<file path="config.mk">
export PLATFORM = sky130hd
export DESIGN_NAME = grid_arbiter
export DESIGN_NICKNAME = d
export VERILOG_FILES = /design/src/rtl/grid_arbiter.sv
export SDC_FILE = /design/constraint.sdc
export NUM_CORES = 1
export LEC_CHECK = 0
export ABC_CLOCK_PERIOD_IN_PS = 2650
export CAP_MARGIN = 20
export CORE_MARGIN = 5
export CORE_UTILIZATION = 30
export CTS_BUF_LIST = sky130_fd_sc_hd__clkbuf_4 sky130_fd_sc_hd__clkbuf_8
export CTS_CLUSTER_DIAMETER = 30
export DETAILED_ROUTE_END_ITERATION = 8
export PLACE_DENSITY_LB_ADDON = 0.3
export SLEW_MARGIN = 20
export SYNTH_ARGS = -nofsm -noshare
export SYNTH_HDL_FRONTEND = slang
export SYNTH_SLANG_ARGS = --single-unit
</file>
<file path="constraint.sdc">
create_clock -name clock -period 2.65 [get_ports clock]
set_input_delay 0.3975 -clock clock [delete_from_list [all_inputs] [get_ports clock]]
set_output_delay 0.3975 -clock clock [all_outputs]
set_load 0.005 [all_outputs]
</file>
<file path="src/rtl/grid_arbiter.sv">
// grid_arbiter: round-robin request/grant arbiter sharing the single-port
// grid RAM (64x32 cells, 3-bit) between three requesters
// (0 = level loader, 1 = grid drawer, 2 = raytracer).
//
// Ports:
//   clock, reset             system clock, asynchronous active-high reset
//   rK_req/write/x/y/wdata   requester K access (K = 0..2), held until rK_gnt
//   rK_lock                  requester K lock request (GRID_ARB_LOCK_EN only)
//   rK_gnt                   combinational: access accepted on the next edge
//   rK_rvalid                read data for requester K is on rdata this cycle
//   rdata                    shared read-data bus (= grid_out)
//   grid_x/y/write/in        combinational mux of the granted requester
//   grid_out                 RAM read data, one cycle after the read access
//   busy                     any request high or any read return pending
//
// Build option: define GRID_ARB_LOCK_EN to add the owner lock, which lets one
// requester hold the RAM across several accesses.
module grid_arbiter #(
    parameter int unsigned X_W = 6,
    parameter int unsigned Y_W = 5,
    parameter int unsigned D_W = 3
) (
    input  logic           clock,
    input  logic           reset,
    input  logic           r0_req,
    input  logic           r0_write,
    input  logic [X_W-1:0] r0_x,
    input  logic [Y_W-1:0] r0_y,
    input  logic [D_W-1:0] r0_wdata,
    input  logic           r0_lock,
    output logic           r0_gnt,
    output logic           r0_rvalid,
    input  logic           r1_req,
    input  logic           r1_write,
    input  logic [X_W-1:0] r1_x,
    input  logic [Y_W-1:0] r1_y,
    input  logic [D_W-1:0] r1_wdata,
    input  logic           r1_lock,
    output logic           r1_gnt,
    output logic           r1_rvalid,
    input  logic           r2_req,
    input  logic           r2_write,
    input  logic [X_W-1:0] r2_x,
    input  logic [Y_W-1:0] r2_y,
    input  logic [D_W-1:0] r2_wdata,
    input  logic           r2_lock,
    output logic           r2_gnt,
    output logic           r2_rvalid,
    output logic [D_W-1:0] rdata,
    output logic [X_W-1:0] grid_x,
    output logic [Y_W-1:0] grid_y,
    output logic           grid_write,
    output logic [D_W-1:0] grid_in,
    input  logic [D_W-1:0] grid_out,
    output logic           busy
);

    logic [2:0]            req_v;
    logic [2:0]            wr_v;
    logic [2:0][X_W-1:0]   x_v;
    logic [2:0][Y_W-1:0]   y_v;
    logic [2:0][D_W-1:0]   wd_v;
    logic [2:0]            elig;
    logic [1:0]            last;
    logic [2:0]            rv;
    logic [1:0]            gnt_idx;
    logic                  gnt_any;
    logic                  acc;
    logic [2:0]            gnt_v;

    assign req_v = {r2_req, r1_req, r0_req};
    assign wr_v  = {r2_write, r1_write, r0_write};
    assign x_v   = {r2_x, r1_x, r0_x};
    assign y_v   = {r2_y, r1_y, r0_y};
    assign wd_v  = {r2_wdata, r1_wdata, r0_wdata};

`ifdef GRID_ARB_LOCK_EN
    logic [2:0] lock_v;
    logic [1:0] owner;
    logic       owner_v;

    assign lock_v = {r2_lock, r1_lock, r0_lock};
    // While owned, only the owner may be granted; others stall.
    assign elig   = owner_v ? (req_v & 3'(3'b001 << owner)) : req_v;

    // Lock owner: taken by an accepted access with lock set, dropped by an
    // accepted owner access with lock clear.
    always_ff @(posedge clock or posedge reset) begin
        if (reset) begin
            owner   <= 2'd0;
            owner_v <= 1'b0;
        end else if (acc) begin
            if (lock_v[gnt_idx]) begin
                owner   <= gnt_idx;
                owner_v <= 1'b1;
            end else begin
                owner_v <= 1'b0;
            end
        end
    end
`else
    logic unused_lock;
    assign unused_lock = ^{r0_lock, r1_lock, r2_lock};
    assign elig        = req_v;
`endif

    // Round-robin search starting just after the last accepted requester.
    always_comb begin
        logic [1:0] cand;
        gnt_idx = 2'd0;
        gnt_any = 1'b0;
        cand    = 2'd0;
        for (int unsigned i = 1; i <= 3; i++) begin
            cand = 2'((32'(last) + i) % 32'd3);
            if (!gnt_any && elig[cand]) begin
                gnt_any = 1'b1;
                gnt_idx = cand;
            end
        end
    end

    // Grants drop immediately while reset is asserted.
    assign acc   = gnt_any && !reset;
    assign gnt_v = acc ? 3'(3'b001 << gnt_idx) : 3'b000;

    assign r0_gnt = gnt_v[0];
    assign r1_gnt = gnt_v[1];
    assign r2_gnt = gnt_v[2];

    assign grid_x     = acc ? x_v[gnt_idx]  : '0;
    assign grid_y     = acc ? y_v[gnt_idx]  : '0;
    assign grid_in    = acc ? wd_v[gnt_idx] : '0;
    assign grid_write = acc && wr_v[gnt_idx];

    // Arbitration pointer and read-return tag.
    always_ff @(posedge clock or posedge reset) begin
        if (reset) begin
            last <= 2'd2;
            rv   <= 3'b000;
        end else begin
            rv <= (acc && !wr_v[gnt_idx]) ? gnt_v : 3'b000;
            if (acc) begin
                last <= gnt_idx;
            end
        end
    end

    assign r0_rvalid = rv[0];
    assign r1_rvalid = rv[1];
    assign r2_rvalid = rv[2];
    assign rdata     = grid_out;
    assign busy      = (|req_v) || (|rv);

endmodule

</file>
After elaboration in Yosys (flattened, before gate mapping)
Cells that the tools add are included.
W data, S select, Z words.
- memories kept: 0
- output and inout port bits: 25
- bits in read-only memories: 0
- bits in latches: 0
- input port bits: 56
- memory bits (writable): 0
- logic and storage cells: 50
- bits in registers: 5
- bitwise logic cells: 0
- mux-type cells: 25
- add/subtract/negate cells: 3
- eq/ne operators: 0
- divide/modulo/power cells: 3
- reduce and logical (&&, ||, !) cells: 12
- $mul: 0
- shift-type cells: 1
- magnitude comparators: 4
- operator list (kind ; number):
    $mod A32 B2 Y32 const B ; 3
    $bmux W6 S2 ; 1
    $lt A2 B3 Y1 const B ; 4
    $mux W3 ; 4
    $mux W6 ; 2
    $bmux W5 S2 ; 1
    $mux W5 ; 2
    $bmux W1 S2 ; 4
    $mux W1 ; 7
    $add A2 B2 Y3 const B ; 2
    $bmux W3 S2 ; 1
    $mux W2 ; 3
    $reduce_or A3 Y1 ; 2
    $logic_and A1 B1 Y1 ; 5
    $logic_not A1 Y1 ; 4
    $add A2 B1 Y3 const B ; 1
    $shl A1 B2 Y3 const A ; 1
    $logic_or A1 B1 Y1 ; 1

Longest topological paths before layout
Gate-level depths: netlist of run 1.
- depth after elaboration: 16
- gate-level depth with buffers: 10
- mapped depth without buffers: 8

Worst setup path before layout of run 1
No wires, ideal clock.
- path type: reg-to-output
- start: register last[1]
- end: output port grid_in[0]
- path slack: -0.021 ns
- stages on the path, launching flop included: 10
- required time: 2.253 ns
- arrival: 2.274 ns
- path buffers: 2
- path through: dfstp_2 ha_1 buf_2 nor3b_1 o21ai_0 a21oi_1 a31oi_2 buf_2 mux2i_1 o22ai_2
- longest elaborated chain between the ends: 14
- elaborated cells on any way between the ends: 26
- classes of those cells: add/sub: 3; div: 3; mux: 15; reduce/logical: 5
- ends and longest elaborated chain (what ; line ; RTL):
    start: declaration ; 64 ; logic [1:0] last;
    start signal: assignment ; 143 ; last <= gnt_idx;
    $add A2 B1 Y3 ; 114 ; cand = 2'((32'(last) + i) % 32'd3);
    $mod A32 B2 Y32 ; 114 ;
    $bmux W1 S2 ; 115 ; if (!gnt_any && elig[cand]) begin
    $mux W1 (not written as such) ; 115 ;
    $mux W1 ; 115 ;
    $logic_not A1 Y1 ; 115 ;
    $logic_and A1 B1 Y1 ; 115 ;
    $mux W1 ; 115 ;
    $logic_not A1 Y1 ; 115 ;
    $logic_and A1 B1 Y1 ; 115 ;
    $mux W2 ; 115 ;
    $bmux W3 S2 ; 132 ; assign grid_in = acc ? wd_v[gnt_idx] : '0;
    $mux W3 (not written as such) ; 132 ;
    $mux W3 (*) ; 132 ;
    end: declaration ; 53 ; output logic [D_W-1:0] grid_in,
Every way passes the cells marked *; elsewhere a longest branch is shown, timed or not. The select of a mux whose other input is x is not followed.

Worst setup path in the final report of run 1
- start: register last[1]
- end: output port grid_y[4]
- longest elaborated chain between the ends: 14
- elaborated cells on any way between the ends: 26
- classes of those cells: add/sub: 3; div: 3; mux: 15; reduce/logical: 5
- ends and longest elaborated chain (what ; line ; RTL):
    $add A2 B1 Y3 ; 114 ;
    $mod A32 B2 Y32 ; 114 ;
    $bmux W1 S2 ; 115 ;
    $mux W1 (not written as such) ; 115 ;
    $mux W1 ; 115 ;
    $logic_not A1 Y1 ; 115 ;
    $logic_and A1 B1 Y1 ; 115 ;
    $mux W1 ; 115 ;
    $logic_not A1 Y1 ; 115 ;
    $logic_and A1 B1 Y1 ; 115 ;
    $mux W2 ; 115 ;
    $bmux W5 S2 ; 131 ; assign grid_y = acc ? y_v[gnt_idx] : '0;
    $mux W5 (not written as such) ; 131 ;
    $mux W5 (*) ; 131 ;
    end: declaration ; 51 ; output logic [Y_W-1:0] grid_y,
Marks and branches as above.

==> results of run 1 <==
## sequential cells by signal, summed over array words and instances (netlist names)
register	count
rv	3
last	2
## area by class of cell
| class | count | area (µm²) |
|---|---|---|
| timing repair buffer | 122 | 1080 |
| clock buffer | 4 | 30.0 |
| inverter | 5 | 18.8 |
| multi-input combinational | 100 | 983 |
| fill | 229 | 754 |
| sequential | 5 | 126 |
| tap | 44 | 55.1 |
## through the flow
step | instance area [µm²] | std cells
after floorplan | 956 | 119
after global placement | 1940 | 259
after detailed placement | 1940 | 259
after CTS | 2180 | 279
after global routing | 2300 | 280
final | 2300 | 280
## worst max-delay path, stage by stage, from the launching register on
cell and delay (ps):
dfstp_2 570, inv_2 70, buf_6 120, ha_4 160, inv_2 50, a21oi_2 60
or3b_4 420, a311o_1 360, nand2_2 140, clkbuf_16 180, o22ai_1 60, buf_2 140
## per-layer routing
metal  part of all wire, %  wire (µm)  vias to the layer above
li1                      -          -                      663
met1                    37       1680                      685
met2                    56       2570                       59
met3                   6.4        293                        4
met4                   1.0         46                        0
met5                     0          0                        -
## synthesized netlist by cell type, drive strengths merged
cell	instances	area (µm²)
and3b	1	8.76
nor3b	3	22.5
or3b	1	11.3
nor2	9	33.8
o21ai	4	20.0
a311oi	1	26.3
nor3	1	5.00
o22ai	14	125
a31o	1	8.76
nor4	1	6.26
dfrtp	4	100
a21oi	5	28.8
nand2	21	81.3
a31oi	2	18.8
mux2	1	15.0
nand2b	2	15.0
inv	5	18.8
a21boi	2	15.0
nand3b	2	15.0
mux2i	16	173
buf	9	63.8
a211oi	1	7.51
dfstp	1	26.3
a311o	1	10.0
o21a	1	7.51
nor2b	4	25.0
ha	4	50.1
o31a	1	8.76
and3	1	6.26
## what timing repair did
action | in CTS | in global routing
gates resized for setup | 115 | 28
setup buffers | 15 | 3
cloned | 1 | 1
pin swaps | 8 | 7
endpoints found under the setup margin | 18 | 18
## where the power goes
group / internal (mW) / total, mW / leakage (nW) / switching [mW]
sequential: 0.113 / 0.136 / 0.0629 / 0.0229
combinational: 1.86 / 3.37 / 0.911 / 1.51
clock: 0.0672 / 0.0994 / 0.0184 / 0.0322
total: 2.04 / 3.60 / 0.992 / 1.56
## logic make-up after synthesis
logic type	synth area share [%]
compound gates	29.0
fa+ha+maj	5.25
buf+inv	8.66
flops	13.3
mux	19.7
simple gates	24.1
## final timing paths
| check | start | cells after the start | end |
|---|---|---|---|
| setup reg to reg | last[1]$_DFFE_PP1P_ | 10 | rv[0]$_DFF_PP0_ |
| min in group clock | last[0]$_DFFE_PP0P_ | 3 | last[0]$_DFFE_PP0P_ |
| hold / removal | reset | 2 | rv[0]$_DFF_PP0_ |
| setup / recovery | last[1]$_DFFE_PP1P_ | 11 | grid_y[4] |
| max in group asynchronous | reset | 2 | last[1]$_DFFE_PP1P_ |
| hold reg to reg | last[0]$_DFFE_PP0P_ | 3 | last[0]$_DFFE_PP0P_ |
==> qor.yml, run 1 <==
clock_tree:
  htree_levels: 1
  clockBufferDepth: 2
  cts_buffers: 3
  clock_sinks: 5
  clkTransAtPathRegs_ps: 50
  cts-root-buf: "clkbuf_4"
  cts_tree: "done"
  clock_latency_ps: 240
  holdBufCountCts: 0
timing:
  finalCritPeriodShare_pct: 112
  fin_ws_ps: -323
  drv_slew: 0
  max_freq_mhz: 336
  rsz0062_at_grt: "yes"
  fin_worst_skew_ps: 3.58
  tightest_slew_ps: 294
  worst_hold_slack_ps: 466
  setup-tns-final_ps: -4740
  finalSetupViolCount: 18
  slew_headroom_pct: 79.8
  hold_viol_final: 0
  finalCriticalPeriod_ps: 2970
synthesis:
  mappedNetlistNets: 179
  syn_area_um2: 953
  synth.distinct_cells: 38
  synth_cells: 119
  ys_seq_area_share_pct: 13.3
  ys_seq_elements: 5
  yosysWarnings: 0
  postSynthAreaPerCell_um2: 8.01
place:
  gp_congestion: 0.838
  hpwl_mm: 3.24
  io_buffers: 71
  pre_cts_ws_ps: -546
grt:
  grt_max_degree: 15
  top_usage_layer: "met2"
  grt_util_met2_pct: 40.3
  grt.overflow.total: 0
  grt_first_pass_wirelength_mm: 7.02
  track_usage_pct: 20.4
  met3_usage_pct: 5.10
  first_global_vias: 1566
  use_met1_pct: 20.9
  antenna_found_initial: 0
finish:
  final_cell_mix: "53 x clkdlybuf4s50_1, 38 x buf_4, 17 x buf_2, 15 x nand2_1, 11 x buf_6"
  diodes: 0
  syn_to_final_growth_pct: 141
  nets: 297
  layout_commonest_cell: "clkdlybuf4s50_1"
  post-route-util_pct: 75.3
  drive_gt1_share_pct: 53.4
worst_setup_path:
  cp_max_fo: 7
  cp.arrival_ps: 2580
  required_ps: 2250
  reg2reg_slack_ps: 230
  cp-end-kind: "output pin"
  worstSetupStartpointType: "flip-flop"
  crit_type: "reg2out"
floorplan:
  start_util_pct: 31.2
  die_area_um2: 4410
  die_h_um: 66.4
  die_w_um: 66.4
  ioPinCount: 81
  core-area_um2: 3050
  rows: 20
detailed_routing:
  dr.first_iter.drc_count: 78
  dr.pass1.iters: 4
  ant_nets: 0
  wire_per_inst_um: 16.4
  vias: 1411
  drc: 0
  viasPerCell: 5.04
  wirelength_mm: 4.58
pwr:
  finalPower_mw: 3.60
  power.leakage_nw: 0.992
  max-vdd-ir-drop_uv: 785
  powerDensity_nw_per_um2: 1570
worst_hold_path:
  hold_path.class: "in2async"
flow_run:
  cap_violations: 0
run_status:
  violations: "negative setup slack"
  status: "finished with violations"
No activity file was read; power rests on OpenSTA's default activity.
==> run 2: changes to the inputs <==
CORE_UTILIZATION = 29   (was 30)
CTS_BUF_LIST = sky130_fd_sc_hd__clkbuf_16   (was sky130_fd_sc_hd__clkbuf_4 sky130_fd_sc_hd__clkbuf_8)
MAX_ROUTING_LAYER = met4   (was default)
==> qor.yml, run 2 (synthesis gave the netlist of run 1 again) <==
run_status:
  violations: "negative setup slack"
  status: "finished with violations"
pwr:
  max-vdd-ir-drop_uv: 845
  finalPower_mw: 3.90
  powerDensity_nw_per_um2: 1620
  power.leakage_nw: 1.04
timing:
  tightest_slew_ps: 364
  fin_ws_ps: -324
  finalSetupViolCount: 18
  finalCriticalPeriod_ps: 2970
  setup-tns-final_ps: -4990
  max_freq_mhz: 336
  finalCritPeriodShare_pct: 112
  slew_headroom_pct: 75.8
  drv_slew: 0
  fin_worst_skew_ps: 2.77
  rsz0062_at_grt: "yes"
  hold_viol_final: 0
flow_run:
  cap_violations: 0
finish:
  syn_to_final_growth_pct: 153
  diodes: 0
  layout_commonest_cell: "clkdlybuf4s50_1"
  nets: 295
  multi_input_area_um2: 1020
  top_regs: "rv x3, last x2"
  largest_reg_flops: 3
  drive_gt1_share_pct: 55.1
  n_fill_cell: 213
  regMostFlops: "rv"
  final-seq-area_um2: 126
  fin_cells: 278
  final_cell_mix: "53 x clkdlybuf4s50_1, 31 x buf_4, 18 x buf_2, 13 x buf_6, 12 x o22ai_2"
detailed_routing:
  ant_nets: 0
  drc: 0
  wirelength_mm: 4.95
  dr.pass1.iters: 4
  wire_per_inst_um: 17.8
  vias: 1431
  dr.first_iter.drc_count: 58
  viasPerCell: 5.15
clock_tree:
  clock_latency_ps: 230
  clkTransAtPathRegs_ps: 40
  cts_buffers: 3
  htree_levels: 1
  holdBufCountCts: 0
  clockBufferDepth: 2
  cts_tree: "done"
  cts-root-buf: "clkbuf_16"
  clock_sinks: 5
worst_setup_path:
  reg2reg_slack_ps: 130
  r2r_cells: 12
  crit_chain: "inv_2 -> buf_6 -> ha_4 -> inv_2 -> a21oi_2 -> or3b_4 -> a311oi_4 -> buf_6 -> nand2_2 -> o22ai_2 -> buf_2"
  crit_slowest_cell: "dfstp_2"
  cp-end-kind: "output pin"
  worstSetupStartpointType: "flip-flop"
  critical_path.max_stage_delay_ps: 570
  cp_max_fo: 9
  cp.arrival_ps: 2580
  crit_type: "reg2out"
  required_ps: 2250
place:
  dp.cells: 253
  gp_congestion: 0.821
  hpwl_mm: 3.08
  io_buffers: 71
grt:
  track_usage_pct: 21.3
  grt_first_pass_wirelength_mm: 7.07
  grt.overflow.total: 0
  first_global_vias: 1542
  grt_max_degree: 17
  antenna_found_initial: 0
floorplan:
  die_h_um: 67.3
  core-area_um2: 3100
  die_area_um2: 4530
  rows: 20
  die_w_um: 67.3
  ioPinCount: 81
  start_util_pct: 30.7
worst_hold_path:
  hold_path.class: "in2async"
[run 2: area by class of cell]
type	count	share of cell area (%)
clock buffer	3	3.11
tap	44	2.28
sequential	5	5.23
timing repair buffer	120	46.1
inverter	5	0.777
multi-input combinational	100	42.4
clock inverter	1	0.155
[run 2: worst max-delay path: cells and delay by family, from the launching register on]
| family | cells | cell delay (ps) |
|---|---|---|
| AND/OR/NAND/NOR | 2 | 470 |
| adder cells (fa/ha/maj) | 1 | 160 |
| buffers and inverters | 5 | 580 |
| AO/OA/AOI/OAI | 3 | 540 |
| flip-flops | 1 | 570 |
[run 2: worst paths after layout]
path / start / end
min in group clock: last[0]$_DFFE_PP0P_ / last[0]$_DFFE_PP0P_
worst max-delay path: last[1]$_DFFE_PP1P_ / grid_x[0]
worst max register to register: last[1]$_DFFE_PP1P_ / rv[0]$_DFF_PP0_
worst min register to register: last[0]$_DFFE_PP0P_ / last[0]$_DFFE_PP0P_
max in group asynchronous: reset / last[1]$_DFFE_PP1P_
worst min-delay path: reset / last[0]$_DFFE_PP0P_
[run 2: per-layer routing]
| metal | track usage, % | part of all wire [%] | vias to the layer above |
|---|---|---|---|
| met2 | 40.2 | 54 | 90 |
| met3 | 3.99 | 5.8 | 10 |
| met1 | 22.4 | 39 | 669 |
| met5 | - | 0 | - |
| li1 | - | - | 662 |
| met4 | 6.08 | 1.8 | 0 |
[run 2: timing repair]
item,in CTS,in global routing
buffers inserted,16,5
resized for setup,113,43
cloned,3,1
pin swaps,16,19
setup endpoints to repair,18,18
[run 2: through the flow]
step	setup slack (ps)	area, µm²	utilization (%)	hold WS (ps)
5_1_grt	-397	2410	77.8	581
3_5_place_dp	-561	1890	60.9	647
4_1_cts	-282	2220	71.7	484
2_1_floorplan	2.70	956	-	175
6_report	-324	2410	77.8	541
3_3_place_gp	-526	1890	60.9	602
[run 2: where the power goes]
part	leakage, nW	switching, mW	internal (mW)	total [mW]
clock network	0.0423	0.0534	0.196	0.249
registers	0.0629	0.0267	0.114	0.140
logic	0.930	1.59	1.92	3.51
total	1.04	1.67	2.23	3.90
